[src/rtl/mem_pkg.sv]
// Shared types and constants for the two-port memory with clear sweep.
// Holds the FSM encoding and the same-address collision modes.
package mem_pkg;

    typedef enum logic {
        ST_CLEAR = 1'b0,
        ST_RUN   = 1'b1
    } state_t;

    localparam int COLL_READ_FIRST  = 0;
    localparam int COLL_WRITE_FIRST = 1;

endpackage

[src/rtl/mem_2p_array.sv]
// Storage array: one write port, one registered read port.
// Optional write-first bypass on same-address collisions.
module mem_2p_array
    import mem_pkg::*;
#(
    parameter int DW       = 4,
    parameter int AW       = 4,
    parameter int WR_FIRST = COLL_READ_FIRST
) (
    input  logic          clk,
    input  logic          rst,
    input  logic          we,
    input  logic [AW-1:0] waddr,
    input  logic [DW-1:0] wdata,
    input  logic          re,
    input  logic [AW-1:0] raddr,
    output logic [DW-1:0] rdata
);

    localparam int DEPTH = 1 << AW;

    logic [DW-1:0] mem [DEPTH];
    logic          hit;

    assign hit = we && (waddr == raddr);

    always_ff @(posedge clk) begin
        if (we) begin
            mem[waddr] <= wdata;
        end
    end

    // Non-blocking array update means a plain read returns the old word.
    always_ff @(posedge clk) begin
        if (rst) begin
            rdata <= '0;
        end else if (re) begin
            if ((WR_FIRST == COLL_WRITE_FIRST) && hit) begin
                rdata <= wdata;
            end else begin
                rdata <= mem[raddr];
            end
        end
    end

endmodule

[src/rtl/mem_2p.sv]
// Two-port memory with a full-array clear sweep after reset or clr.
// Holds the sweep FSM, the address counter and the array port muxing.
module mem_2p
    import mem_pkg::*;
#(
    parameter int DW       = 4,
    parameter int AW       = 4,
    parameter int WR_FIRST = COLL_READ_FIRST
) (
    input  logic          clk,
    input  logic          rst,
    input  logic          clr,
    input  logic          we,
    input  logic [AW-1:0] waddr,
    input  logic [DW-1:0] wdata,
    input  logic          re,
    input  logic [AW-1:0] raddr,
    output logic [DW-1:0] rdata,
    output logic          rvalid,
    output logic          busy
);

    localparam int          DEPTH = 1 << AW;
    localparam logic [AW:0] LAST  = (AW+1)'(DEPTH - 1);
    localparam logic [AW:0] ONE   = (AW+1)'(1);

    state_t        state;
    state_t        state_n;
    logic [AW:0]   cnt;
    logic [AW:0]   cnt_n;
    logic          a_we;
    logic [AW-1:0] a_waddr;
    logic [DW-1:0] a_wdata;
    logic          a_re;

    always_ff @(posedge clk) begin
        if (rst) begin
            state  <= ST_CLEAR;
            cnt    <= '0;
            rvalid <= 1'b0;
        end else begin
            state  <= state_n;
            cnt    <= cnt_n;
            rvalid <= a_re;
        end
    end

    always_comb begin
        state_n = state;
        cnt_n   = cnt;
        a_we    = 1'b0;
        a_waddr = waddr;
        a_wdata = wdata;
        a_re    = 1'b0;
        busy    = 1'b0;
        unique case (state)
            ST_CLEAR: begin
                busy    = 1'b1;
                a_we    = 1'b1;
                a_waddr = cnt[AW-1:0];
                a_wdata = '0;
                if (cnt == LAST) begin
                    state_n = ST_RUN;
                    cnt_n   = '0;
                end else begin
                    cnt_n = cnt + ONE;
                end
            end
            ST_RUN: begin
                a_we = we;
                a_re = re;
                if (clr) begin
                    state_n = ST_CLEAR;
                    cnt_n   = '0;
                end
            end
            default: begin
                state_n = ST_CLEAR;
                cnt_n   = '0;
            end
        endcase
        // Reset blocks array traffic and drops any read in flight.
        if (rst) begin
            a_we = 1'b0;
            a_re = 1'b0;
        end
    end

    mem_2p_array #(
        .DW       (DW),
        .AW       (AW),
        .WR_FIRST (WR_FIRST)
    ) u_array (
        .clk   (clk),
        .rst   (rst),
        .we    (a_we),
        .waddr (a_waddr),
        .wdata (a_wdata),
        .re    (a_re),
        .raddr (raddr),
        .rdata (rdata)
    );

endmodule
[config.mk]
export PLATFORM = sky130hd
export DESIGN_NAME = mem_2p
export DESIGN_NICKNAME = d
export VERILOG_FILES = /design/src/rtl/mem_pkg.sv /design/src/rtl/mem_2p_array.sv /design/src/rtl/mem_2p.sv
export SDC_FILE = /design/constraint.sdc
export NUM_CORES = 1
export LEC_CHECK = 0
export CAP_MARGIN = 40
export CORE_AREA = 3 3 162 85
export CTS_CLUSTER_DIAMETER = 80
export DETAILED_ROUTE_END_ITERATION = 10
export DIE_AREA = 0 0 165 88
export GPL_TIMING_DRIVEN = 0
export PLACE_DENSITY = 0.43
export SYNTH_ARGS = -nofsm -noshare
export SYNTH_HDL_FRONTEND = slang
export SYNTH_SLANG_ARGS = --single-unit
[constraint.sdc]
create_clock -name clk -period 3.28 [get_ports clk]
set_input_delay 0.656 -clock clk [delete_from_list [all_inputs] [get_ports clk]]
set_output_delay 0.656 -clock clk [all_outputs]
set_load 0.02 [all_outputs]
# [Word-level counts from Yosys, hierarchy flattened]
# Memory sizes are Yosys's and may differ from the RTL's. A register that Yosys moved wholly into a read port is not among the register bits.
# Index checks and enable logic that the tools add are counted.
[word_totals] reg_bits=7 ram_bits=64 inputBits=17 output_inout_bits=6 wordCells=23 mem_count=1
[op_classes] addsub=1 eq_ne=2 mux=15 bitwise=1
[memory_table] name="u_array.mem" words=16 width=4 read_ports=1 rd_clocked_by_memory_dff=1 wr=1 line_no="mem_2p_array.sv:22" rtl="logic [DW-1:0] mem [DEPTH];"
[op_table] cell="5-bit 2-to-1 mux" count=2
[op_table] cell="5-bit case mux with 2 select lines" count=1
[op_table] cell="1-bit 2-to-1 mux" count=8
[op_table] cell="4-bit 2-to-1 mux" count=2
[op_table] cell="5-bit by 1-bit adder with 5-bit output (second input constant)" count=1
[op_table] cell="5-bit by 4-bit == test with 1-bit output (second input constant)" count=1
[op_table] cell="1-bit case mux with 2 select lines" count=2
[op_table] cell="2-bit inequality test (second input constant)" count=1
[op_table] cell="1-bit NOT" count=1

# [Longest topological paths before layout]
[depth] word_depth=5 depth_mapped=6 mapped_depth_nobuf=4

# [Hierarchy]
# A second synthesis with hierarchy kept.
[unflattened] hier_cells=223 hier_area_um2=3136.8
[modules_own_cells] mod="mem_2p_array" n_inst=1 cells_each=177 area_per_inst_um2=2746.4 seq_area_each_um2=2001.9
[modules_own_cells] mod="mem_2p" n_inst=1 cells_each=46 area_per_inst_um2=390.4 seq_area_each_um2=140.1

# [Worst setup path after synthesis]
# No wires, ideal clock.
[synth_path] path_kind="input to register" from="input raddr[1]" to="register u_array.rdata[2] (read register of u_array.mem)" setup_ns=0.122 t_arrival_ns=1.884 required_time_ns=3.158 slack_ns=1.274 stages=5 path_buffers=2 path_cell_list="buf_2 -> buf_4 -> mux4_1 -> mux2_2 -> a221o_1"
[synth_rtl] item="start, declared" line_no="mem_2p.sv:17" rtl="input logic [AW-1:0] raddr,"
[synth_rtl] item="end, declared" line_no="mem_2p_array.sv:17" rtl="output logic [DW-1:0] rdata"

# [Worst setup path in the final report]
[layout_path] from="register state" to="memory u_array.mem[9][0], enable pin"
[layout_between] elab_chain_cells=5 word_cells_on_any_way=6 cone_classes="mux: 5; bitwise: 1"
[layout_rtl] item="start, declared" line_no="mem_2p.sv:27" rtl="state_t state;"
[layout_rtl] item="start signal, assigned" line_no="mem_2p.sv:42" rtl="state <= state_n;"
[layout_rtl] item="1-bit NOT"
[layout_rtl] item="1-bit case mux with 2 select lines" line_no="mem_2p.sv:56" rtl="unique case (state)"
[layout_rtl] item="1-bit 2-to-1 mux" line_no="mem_2p.sv:83" rtl="if (rst) begin"
[layout_rtl] item="1-bit 2-to-1 mux" line_no="mem_2p_array.sv:28" rtl="if (we) begin"
[layout_rtl] item="1-bit 2-to-1 mux (not written as such)" line_no="mem_2p_array.sv:29" rtl="mem[waddr] <= wdata;"
[layout_rtl] item="end, declared" line_no="mem_2p_array.sv:22"
# Parallel ways exist; a longest one is shown, timed or not.

==> run_results.csv <==
group,metric,value,unit
run_status,status,"completed",
setup_path,critPathBufInv,2,
min_path,holdPathStages,2,
logic_synthesis,yosys-top-cells-count,"64 x edfxtp_1, 25 x nor2_1, 11 x dfxtp_1",
global_routing,grt_max_degree,17,
global_routing,track_usage,0.1001,
setup_path,crit_type,"register to register",
logic_synthesis,syn_avg_cell_area,15.97,µm²
detailed_routing,drt_iter0_drc,106,
power_and_ir_drop,p_per_area,558.6,nW/µm²
sta,setup_tns,0,ps
sta,min_period,2243,ps
setup_path,crit_path_frequent_cell,"clkbuf_1",
power_and_ir_drop,vdd.ir_drop.worst,0.2279,mV
final_layout,layout-drive-gt1-share,0.1572,
final_layout,nNetsFinal,242,
final_layout,finalNonFillerCells,399,
global_routing,antenna_found_initial,0,
logic_synthesis,post_synth_num_cell_types,35,
die,rows,29,
logic_synthesis,synthArstFlopShare,0,
sta,setup_viol,0,
clock_tree,clkTransAtPathRegs,60,ps
setup_path,rrSetupSlack,1040,ps
clock_tree,postCtsSetupBuffers,0,
clock_tree,clock_latency,330,ps
sta,skew,6.479,ps
clock_tree,htree_levels,3,
logic_synthesis,yosysMostFrequentCell,"edfxtp_1",
clock_tree,numCtsBuffers,9,
logic_synthesis,synth.largest_area_cell,"edfxtp_1",
final_layout,diodes,0,
detailed_routing,first_pass_iters,4,
die,die_y,88,µm
die,pin_count,23,
clock_tree,cts_hold_buf,0,
logic_synthesis,synth_seq_cells,75,
sta,period_share,0.6839,
power_and_ir_drop,p_leak,1.268,nW
clock_tree,ctsLongestPathBuffers,2,
logic_synthesis,synth_nets,212,
sta,finalHoldViolCount,0,
placement,io_buffers,19,
placement,globalplace.congestion,0.7719,
clock_tree,cts.sinks,75,
logic_synthesis,postSynthCellCount,194,
setup_path,worstRegToRegCells,5,
die,die_area,14520,µm²
die,start_util,0.2475,
detailed_routing,routedWlPerCell,16.85,µm
placement,dp_cells,383,
setup_path,path_cells,"clkbuf_1 -> clkbuf_1 -> nand2_1 -> o32a_1 -> nor2_1",
final_layout,design_area,3802,µm²
detailed_routing,finalWirelength,6.723,mm
sta,rsz0062_at_grt,"no",
setup_path,cp_slowest_cell,"dfxtp_1",
logic_synthesis,ys_seq_area_frac,0.6914,
detailed_routing,vias,1746,
setup_path,start_kind,"register",
setup_path,worstReg2RegStart,"state",
setup_path,critPathTopFamily,"buffers and inverters",
placement,place_hpwl,4.767,mm
sta,tightestPinTransition,728.7,ps
clock_tree,cts_tree,"yes",
setup_path,rr_endpoint,"u_array.mem[9][0]",
sta,slew_viol_final,0,
logic_synthesis,synth_top_area_share,0.6204,
setup_path,worstSetupStartpoint,"state",
placement,dpl_cell_area,3501,µm²
min_path,min_to,"cnt[4]",
global_routing,grt-ovfl-total,0,
setup_path,worstPathRequired,3250,ps
die,die-width,165,µm
min_path,hp-class,"register to register",
logic_synthesis,synth_edf_count,64,
global_routing,grt_pass1_wl,10.54,mm
logic_synthesis,synthesis.area,3098,µm²
job,max_cap_violations,0,
logic_synthesis,synth.area.top_cells,"edfxtp_1 62%, dfxtp_1 7.1%, mux4_2 6.5%, mux4_1 4.2%, nor2_1 3.0%",
min_path,min_from,"cnt[4]",
setup_path,cp_data_arrival_time,2220,ps
clock_tree,root_buffer,"clkbuf_16",
sta,max-slew-margin-rel,0.5142,
global_routing,grt_pass1_vias,1812,
setup_path,critPathMaxStageDelay,410,ps
die,core,12520,µm²
clock_tree,postCtsResizedCells,0,
logic_synthesis,yosysWarnings,0,
final_layout,area_delta_synth_final,22.74,%
detailed_routing,ant_nets,0,
detailed_routing,via_per_inst,4.376,
detailed_routing,drc,0,
setup_path,cp-end-kind,"register",
logic_synthesis,synth-main-ff-cell,"edfxtp_1",
setup_path,cp_max_fo,10,
sta,clock.fmax,445.8,MHz
## cell usage in the layout (no fill, tap or decap), drive strengths merged, types with 2 or more instances in the layout
cell type,n
nand3,2
a21oi,6
nand2b,2
mux2,6
nor2b,4
nor3b,2
inv,6
clkbuf,13
a22oi,3
mux4,14
and3,2
nand2,9
mux2i,6
clkinvlp,2
clkinv,2
clkdlybuf4s50,19
o21ai,6
dfxtp,11
nor2,25
and2,4
a31oi,4
buf,5
edfxtp,64
## kinds of logic (layout without fill, tap and decap cells)
| kind of cell | after synthesis | in the layout | synth area share |
|---|---|---|---|
| AO/OA/AOI/OAI | 25 | 25 | 0.05129 |
| buffers and inverters | 13 | 48 | 0.02261 |
| adder cells (fa/ha/maj) | 1 | 1 | 0.004038 |
| multiplexers | 26 | 26 | 0.1490 |
| flip-flops | 75 | 75 | 0.6914 |
| AND/OR/NAND/NOR | 54 | 54 | 0.08158 |
## how the worst max path moves through the flow
stage	slack (ps)	end	depth (start not counted)
after floorplan	1270	u_array.rdata[2]	5
after global placement	800	u_array.mem[8][3]	5
after detailed placement	770	u_array.mem[1][3]	5
after CTS	990	u_array.mem[1][2]	5
after global routing	800	u_array.mem[1][1]	5
final	1040	u_array.mem[9][0]	5
## stage by stage
step | total power (W) | setup WS (ps) | utilization | hold slack, ps
3_5_place_dp | 0.001167 | 772.3 | 0.2797 | 437.8
5_1_grt | 0.002192 | 799.5 | 0.3037 | 461.0
6_report | 0.002124 | 1037 | 0.3037 | 442.6
3_3_place_gp | 0.001165 | 795.1 | 0.2797 | 421.6
2_1_floorplan | 0.001125 | 1274 | - | 412.1
4_1_cts | 0.002135 | 993.7 | 0.3037 | 443.9
## where the power goes
group	switching (W)	internal (W)
logic	0.0000513	0.0000518
registers	0.00000797	0.00103
clock network	0.000386	0.000593
total	0.000445	0.00168
## final cells by class
type / instances / area, µm²
well taps: 170 / 212.7
flip-flops and latches: 75 / 2142
plain buffers: 9 / 55.05
clock inverters: 7 / 76.32
multi-input cells: 106 / 885.9
fillers: 1217 / 8716
repair buffers: 19 / 190.2
inverters: 4 / 15.01
clock buffers: 9 / 225.2
## registers in the layout, indices dropped and copies added (netlist names)
name / flops
state: 1
u_array.rdata: 4
cnt: 5
rvalid: 1
u_array.mem: 64
## worst reg2reg max path: cells and delay by family (launching register included)
kind / cells / cell delay, ps
flip-flops: 1 / 410
AND/OR/NAND/NOR: 2 / 520
buffers and inverters: 2 / 710
AO/OA/AOI/OAI: 1 / 250
## routing by layer
| layer | vias up | routed length [µm] | global-route usage | share of wire |
|---|---|---|---|---|
| li1 | 818 | - | - | - |
| met4 | 0 | 66 | 0.03044 | 0.0098 |
| met1 | 891 | 3357 | 0.1338 | 0.50 |
| met2 | 32 | 3069 | 0.1556 | 0.46 |
| met3 | 5 | 229 | 0.03354 | 0.034 |
| met5 | - | 0 | 0 | 0 |
Note: power is estimated with default switching activity, not from simulation.
